$ cat src/rtl/cond_status_unit.sv
// Condition/status unit for the EXE stage.
// Holds NZCV flags for NUM_CTX contexts, evaluates ARM condition codes against
// a selected context (with optional same-cycle write forwarding), and keeps a
// saturating per-context count of condition-failed (squashed) evaluations.
module cond_status_unit #(
    parameter int NUM_CTX = 4,
    parameter int CTX_W   = 2,
    parameter bit FWD     = 1'b1,
    parameter bit OUT_REG = 1'b1,
    parameter int CNT_W   = 16
) (
    input  logic             clk,
    input  logic             rst,
    input  logic             sr_we,
    input  logic [CTX_W-1:0] sr_wsel,
    input  logic [3:0]       sr_in,
    input  logic             ev_vld,
    input  logic [CTX_W-1:0] ev_sel,
    input  logic [3:0]       ev_cond,
    output logic             ev_vld_o,
    output logic             ev_flag,
    output logic [3:0]       sr_out,
    input  logic [CTX_W-1:0] cnt_rsel,
    output logic [CNT_W-1:0] cnt_out,
    input  logic             cnt_clr
);

    // Storage is sized to the full select range; entries at or above NUM_CTX
    // are never written and therefore always read back as zero.
    localparam int DEPTH = 2 ** CTX_W;

    logic [DEPTH-1:0] ctx_ok;
    logic [3:0]       sr_q  [DEPTH];
    logic [CNT_W-1:0] cnt_q [DEPTH];
    logic             wr_ok;
    logic             ev_ok;
    logic [3:0]       ev_flags_d;
    logic             ev_pass_d;
    logic             squash_d;

    for (genvar g = 0; g < DEPTH; g++) begin : g_ctx_ok
        assign ctx_ok[g] = (g < NUM_CTX);
    end

    // ARM condition-code evaluation, flags ordered {N,Z,C,V}.
    function automatic logic cond_pass(input logic [3:0] cond, input logic [3:0] f);
        logic n, z, c, v;
        n = f[3];
        z = f[2];
        c = f[1];
        v = f[0];
        case (cond)
            4'h0:    cond_pass = z;
            4'h1:    cond_pass = !z;
            4'h2:    cond_pass = c;
            4'h3:    cond_pass = !c;
            4'h4:    cond_pass = n;
            4'h5:    cond_pass = !n;
            4'h6:    cond_pass = v;
            4'h7:    cond_pass = !v;
            4'h8:    cond_pass = c && !z;
            4'h9:    cond_pass = !c || z;
            4'hA:    cond_pass = (n == v);
            4'hB:    cond_pass = (n != v);
            4'hC:    cond_pass = !z && (n == v);
            4'hD:    cond_pass = z || (n != v);
            4'hE:    cond_pass = 1'b1;
            default: cond_pass = 1'b0;
        endcase
    endfunction

    // Counter increment that sticks at all-ones instead of wrapping.
    function automatic logic [CNT_W-1:0] sat_inc(input logic [CNT_W-1:0] val);
        sat_inc = (val == {CNT_W{1'b1}}) ? val : val + 1'b1;
    endfunction

    assign wr_ok = sr_we && ctx_ok[sr_wsel];
    assign ev_ok = ctx_ok[ev_sel];

    // Effective flags of the evaluated context, optionally bypassing a write in the same cycle.
    always_comb begin
        ev_flags_d = 4'b0000;
        if (ev_ok) begin
            if (FWD && sr_we && (sr_wsel == ev_sel)) begin
                ev_flags_d = sr_in;
            end else begin
                ev_flags_d = sr_q[ev_sel];
            end
        end
    end

    assign ev_pass_d = cond_pass(ev_cond, ev_flags_d);
    assign squash_d  = ev_vld && ev_ok && !ev_pass_d;

    // Status-register bank: S-bit writebacks to valid contexts only.
    always_ff @(posedge clk) begin
        for (int i = 0; i < DEPTH; i++) begin
            if (rst) begin
                sr_q[i] <= 4'b0000;
            end else if (wr_ok && (sr_wsel == CTX_W'(i))) begin
                sr_q[i] <= sr_in;
            end
        end
    end

    // Squash counters: a clear on the same context beats an increment.
    always_ff @(posedge clk) begin
        for (int i = 0; i < DEPTH; i++) begin
            if (rst) begin
                cnt_q[i] <= '0;
            end else if (cnt_clr && (cnt_rsel == CTX_W'(i))) begin
                cnt_q[i] <= '0;
            end else if (squash_d && (ev_sel == CTX_W'(i))) begin
                cnt_q[i] <= sat_inc(cnt_q[i]);
            end
        end
    end

    assign cnt_out = cnt_q[cnt_rsel];

    if (OUT_REG) begin : g_out_reg
        logic       vld_q;
        logic       flag_q;
        logic [3:0] sr_out_q;

        // Result register: flag and flags hold while idle; reset drops any result in flight.
        always_ff @(posedge clk) begin
            if (rst) begin
                vld_q    <= 1'b0;
                flag_q   <= 1'b0;
                sr_out_q <= 4'b0000;
            end else begin
                vld_q <= ev_vld;
                if (ev_vld) begin
                    flag_q   <= ev_pass_d;
                    sr_out_q <= ev_flags_d;
                end
            end
        end

        assign ev_vld_o = vld_q;
        assign ev_flag  = vld_q && flag_q;
        assign sr_out   = sr_out_q;
    end else begin : g_out_comb
        assign ev_vld_o = ev_vld;
        assign ev_flag  = ev_vld && ev_pass_d;
        assign sr_out   = ev_flags_d;
    end

endmodule

$ cat config.mk
export PLATFORM = sky130hd
export DESIGN_NAME = cond_status_unit
export DESIGN_NICKNAME = d
export VERILOG_FILES = /design/src/rtl/cond_status_unit.sv
export SDC_FILE = /design/constraint.sdc
export NUM_CORES = 1
export LEC_CHECK = 0
export BUFFER_PORTS_ARGS = -buffer_cell sky130_fd_sc_hd__buf_4
export CORE_UTILIZATION = 55
export CTS_CLUSTER_DIAMETER = 150
export DETAILED_ROUTE_END_ITERATION = 7
export PLACE_DENSITY = 0.83
export SLEW_MARGIN = 20
export SYNTH_ARGS = -nofsm -noshare
export SYNTH_HDL_FRONTEND = slang
export SYNTH_SLANG_ARGS = --single-unit
$ cat constraint.sdc
create_clock -name clk -period 5.64 [get_ports clk]
set_input_delay 0.564 -clock clk [delete_from_list [all_inputs] [get_ports clk]]
set_output_delay 0.564 -clock clk [all_outputs]
set_load 0.02 [all_outputs]
# After elaboration in Yosys (flattened, before gate mapping)
# Memory sizes are Yosys's and may differ from the RTL's.
# Index checks and enable logic that the tools add are counted.
dict set report word_totals {
  regBits 6
  ramBits 80
  in_bits 19
  memories 2
}
dict set report op_classes {
  n_addsub 4
  order_cmp 2
  n_eq_ne 30
  n_mux 65
  bitwise 12
  reduce_logical 30
}
# name words width rd rd_ports_with_merged_regs write_ports line_no
set memory_table {}
lappend memory_table {cnt_q 4 16 5 0 4 34} ;# logic [CNT_W-1:0] cnt_q [DEPTH];
lappend memory_table {sr_q 4 4 1 0 4 33} ;# logic [3:0] sr_q [DEPTH];
# cell n
set op_table {}
lappend op_table {{$mux W16} 12}
lappend op_table {{$add A16 B1 Y16 const B} 4}
lappend op_table {{$eq A16 B16 Y1 const B} 4}
lappend op_table {{$mux W1} 44}
lappend op_table {{$eq A4 B4 Y1 const B} 7}
lappend op_table {{$mux W4} 6}
lappend op_table {{$logic_and A1 B1 Y1} 19}
lappend op_table {{$eq A4 B3 Y1 const B} 4}
lappend op_table {{$pmux W1 S15} 1}
lappend op_table {{$eq A2 B2 Y1 const B} 6}
lappend op_table {{$or A1 B1 Y1} 12}
lappend op_table {{$eq A4 B2 Y1 const B} 2}
lappend op_table {{$eq A2 B1 Y1 const B} 3}
lappend op_table {{$logic_not A2 Y1} 3}
lappend op_table {{$lt A2 B3 Y1 const B} 2}
lappend op_table {{$logic_not A1 Y1} 5}
lappend op_table {{$bmux W1 S2} 2}
lappend op_table {{$eq A4 B1 Y1 const B} 1}
lappend op_table {{$logic_not A4 Y1} 1}
lappend op_table {{$eq A2 B2 Y1} 1}
lappend op_table {{$logic_or A1 B1 Y1} 2}
lappend op_table {{$eq A1 B1 Y1} 1}
lappend op_table {{$ne A1 B1 Y1} 1}

# Longest topological paths before layout
dict set report logic_depth {
  depth_word 15
  depth_mapped 11
  ltp_nobuf 7
}

# Worst setup path before layout
# Ideal clock, no wire load.
dict set report synth_timing {
  path_type {in2reg}
  from {input ev_sel[0]}
  to {memory cnt_q[1][0], enable pin}
  setup_ps 414
  t_arrival_ps 3669
  t_required_ps 5226
  setup_slack_ps 1557
  cell_stages 9
  path_cell_list {buf_2 -> buf_2 -> mux4_2 -> mux2i_1 -> a221oi_1 -> a211oi_2 -> o311ai_2 -> buf_4 -> o31ai_1}
}
# item line_no
set synth_lines {}
lappend synth_lines {{from (decl)} 18} ;# input logic [CTX_W-1:0] ev_sel,
lappend synth_lines {{to (decl)} 34}

==> impl_metrics.csv <==
group,metric,value,unit
yosys,synthAdderAreaFrac,0.974,%
worst_setup_path,required,5.74,ns
finish,final_common_cell,"edfxtp_1",
detailed_routing,vias_per_cell,6.27,
yosys,yosysWarnings,0,
min_path,min_path_type,"in2reg",
global_routing,grt_antenna_before_repair,0,
finish,final_cell_count_no_fill,599,
worst_setup_path,arrival,3.74,ns
floorplan,die_area,9740,µm²
clock_network,clk_pin_slew_worst_paths,0.09,ns
clock_network,cts_resized,0,
sta,finalSetupTns,0,ns
sta,fin_crit_sh,64.6,%
clock_network,htreeDepth,3,
yosys,netlist_instances,453,
worst_setup_path,crit_type,"in2reg",
clock_network,cts_sinks,86,
finish,drive_gt1_share,19.8,%
sta,slew-limit-headroom,28.1,%
finish,nets,509,
clock_network,cts_tree,"built",
sta,holdWs,0.472,ns
clock_network,clock_latency,0.35,ns
yosys,synth_mux_area_share,9.15,%
place,place_area,5530,µm²
detailed_routing,route.vias.total,3753,
sta,slew_violations,0,
detailed_routing,ant_nets,0,
global_routing,grt_max_degree,25,
sta,fin_crit,3.64,ns
yosys,synth-seq-area-share,49.1,%
finish,final_cell_mix,"edfxtp_1 (80), nor3_1 (60), buf_4 (46)",
global_routing,grt_overflow_total,0,
sta,finalSetupViolCount,0,
clock_network,root_buffer,"clkbuf_8",
place,dp_hpwl,8320,µm
detailed_routing,drt-wirelength-per-cell,19.0,µm
place,io_buffer_count,40,
finish,areaGrowthSynthToFinish,11.0,%
clock_network,cts_buffers,9,
yosys,synth_area,5140,µm²
sta,worst_clock_skew,0.0159,ns
status,outcome,"complete, no violations",
yosys,synthArstFlopShare,0,%
yosys,ys.flop_type,"edfxtp_1",
yosys,syn-num-nets,476,
yosys,synth-edff-count,80,
detailed_routing,drc,0,
finish,finalInstanceArea,5700,µm²
yosys,synth_seq_cells,86,
power_and_ir_drop,ir_drop,0.147,mV
global_routing,grt_pass1_wl,18400,µm
detailed_routing,drt_wl_total,11400,µm
sta,worst_pin_slew,1.08,ns
power_and_ir_drop,power.leakage,1.95,nW
global_routing,groute.usage.overall,24.7,%
place,gp_congestion,0.887,
place,dp_cells,583,
power_and_ir_drop,cellPowerDensity,249,nW/µm²
detailed_routing,dr.pass1.iters,7,
yosys,synth_top_family_by_area,"simple AND/OR/NAND/NOR gates",
floorplan,die_x,98.7,µm
floorplan,num_rows,34,
global_routing,first_global_vias,3673,
clock_network,cts.path.max_buffers,2,
floorplan,start_util,57.8,%
yosys,synth_xor_area_share,10.9,%
sta,max_freq,275,MHz
sta,grt_setup_unrepaired,"no",
floorplan,die_h,98.7,µm
floorplan,pin_count,41,
yosys,syn_area_per_cell,11.3,µm²
detailed_routing,drt_iter0_markers,240,
clock_network,postCtsSetupRepairBufs,0,
clock_network,cts_hold_buffers,0,
floorplan,core-area,8890,µm²
yosys,synth_compound_area_share,4.82,%
sta,finalHoldViolCount,0,
yosys,synthDistinctLibCells,47,
worst_setup_path,endpoint_kind,"register",
yosys,yosys.area_share.simple,21.7,%
worst_setup_path,critPathMaxFanout,24,
finish,fin_util,64.1,%
run,drv_cap,0,
finish,num_antenna_cells,0,
worst_setup_path,startpoint_type,"input pin",
per-layer routing:
layer  global-route usage, %  vias to the layer above  share of wire (%)
met3                    3.69                       26                6.4
met1                    32.2                     1809                 41
met5                       0                        -                  0
li1                        -                     1759                  -
met2                    42.3                      159                 50
met4                    9.07                        0                2.3
final timing paths:
kind,startpoint,to,slack [ns],cells past startpoint
min,ev_vld,sr_out[2],0.47,2
min reg2reg,sr_out[2],sr_out[2],0.50,2
max reg2reg,sr_q[3][3],cnt_q[0][6],2.10,9
max,ev_sel[1],cnt_q[0][6],2.00,10
worst max-delay path: stages:
cell and delay, ns:
buf_4 0.17, xor2_1 0.22, nor3_4 0.37, mux2i_1 0.38, o211ai_1 0.16, xnor2_1 0.18
o311ai_4 0.88, buf_4 0.44, o21ai_1 0.12, buf_4 0.22
sequential cells by signal, summed over array words and instances (netlist names):
| signal | count |
|---|---|
| ev_vld_o | 1 |
| sr_out | 4 |
| cnt_q | 64 |
| g_out_reg.flag_q | 1 |
| sr_q | 16 |
metrics by stage:
step | total power [mW] | worst slack (ns)
2_1_floorplan | 0.956 | 1.56
3_3_place_gp | 1.03 | 1.79
3_5_place_dp | 1.04 | 1.66
4_1_cts | 1.43 | 2.04
5_1_grt | 1.48 | 1.81
6_report | 1.42 | 2.00
cells in the mapped netlist, types with 3 or more instances:
cell,number,area [µm²]
edfxtp_1,80,2400
nor3_1,60,300
xor2_1,35,307
xnor2_1,29,254
nand2_1,25,93.8
nor2_1,25,93.8
nand3_1,24,120
mux4_2,20,450
and2_1,19,119
inv_1,17,63.8
clkbuf_1,15,56.3
and3_1,13,81.3
nand4_1,11,68.8
nor3_2,10,100
dfxtp_1,6,120
buf_2,5,25.0
a211oi_1,4,30.0
and4_1,4,35.0
ha_1,4,50.1
a21oi_1,3,15.0
a31oi_1,3,18.8
nor4_1,3,18.8
o21ai_0,3,15.0
final cells by class:
cell class	count	area (µm²)
multi-input combinational	326	2460
clock buffer	10	138
clock inverter	6	37.5
tap	108	135
fill	667	3190
inverter	17	63.8
sequential	86	2520
timing repair buffer	46	345
power by group:
group / total (mW) / switching, mW / internal (mW) / leakage, nW
clock network: 0.390 / 0.220 / 0.170 / 0.0857
logic: 0.239 / 0.139 / 0.0999 / 0.976
registers: 0.793 / 0.0491 / 0.744 / 0.885
kinds of logic (layout without fill, tap and decap cells):
logic type | after synthesis | in the layout
DFF | 86 | 86
buffers and inverters | 41 | 79
xor gates and xnor gates | 64 | 64
and+or+nand+nor | 205 | 205
adders and majority gates | 4 | 4
AOI/OAI and AO/OA | 31 | 31
muxes | 22 | 22
Power figures use the tool's default switching activity.
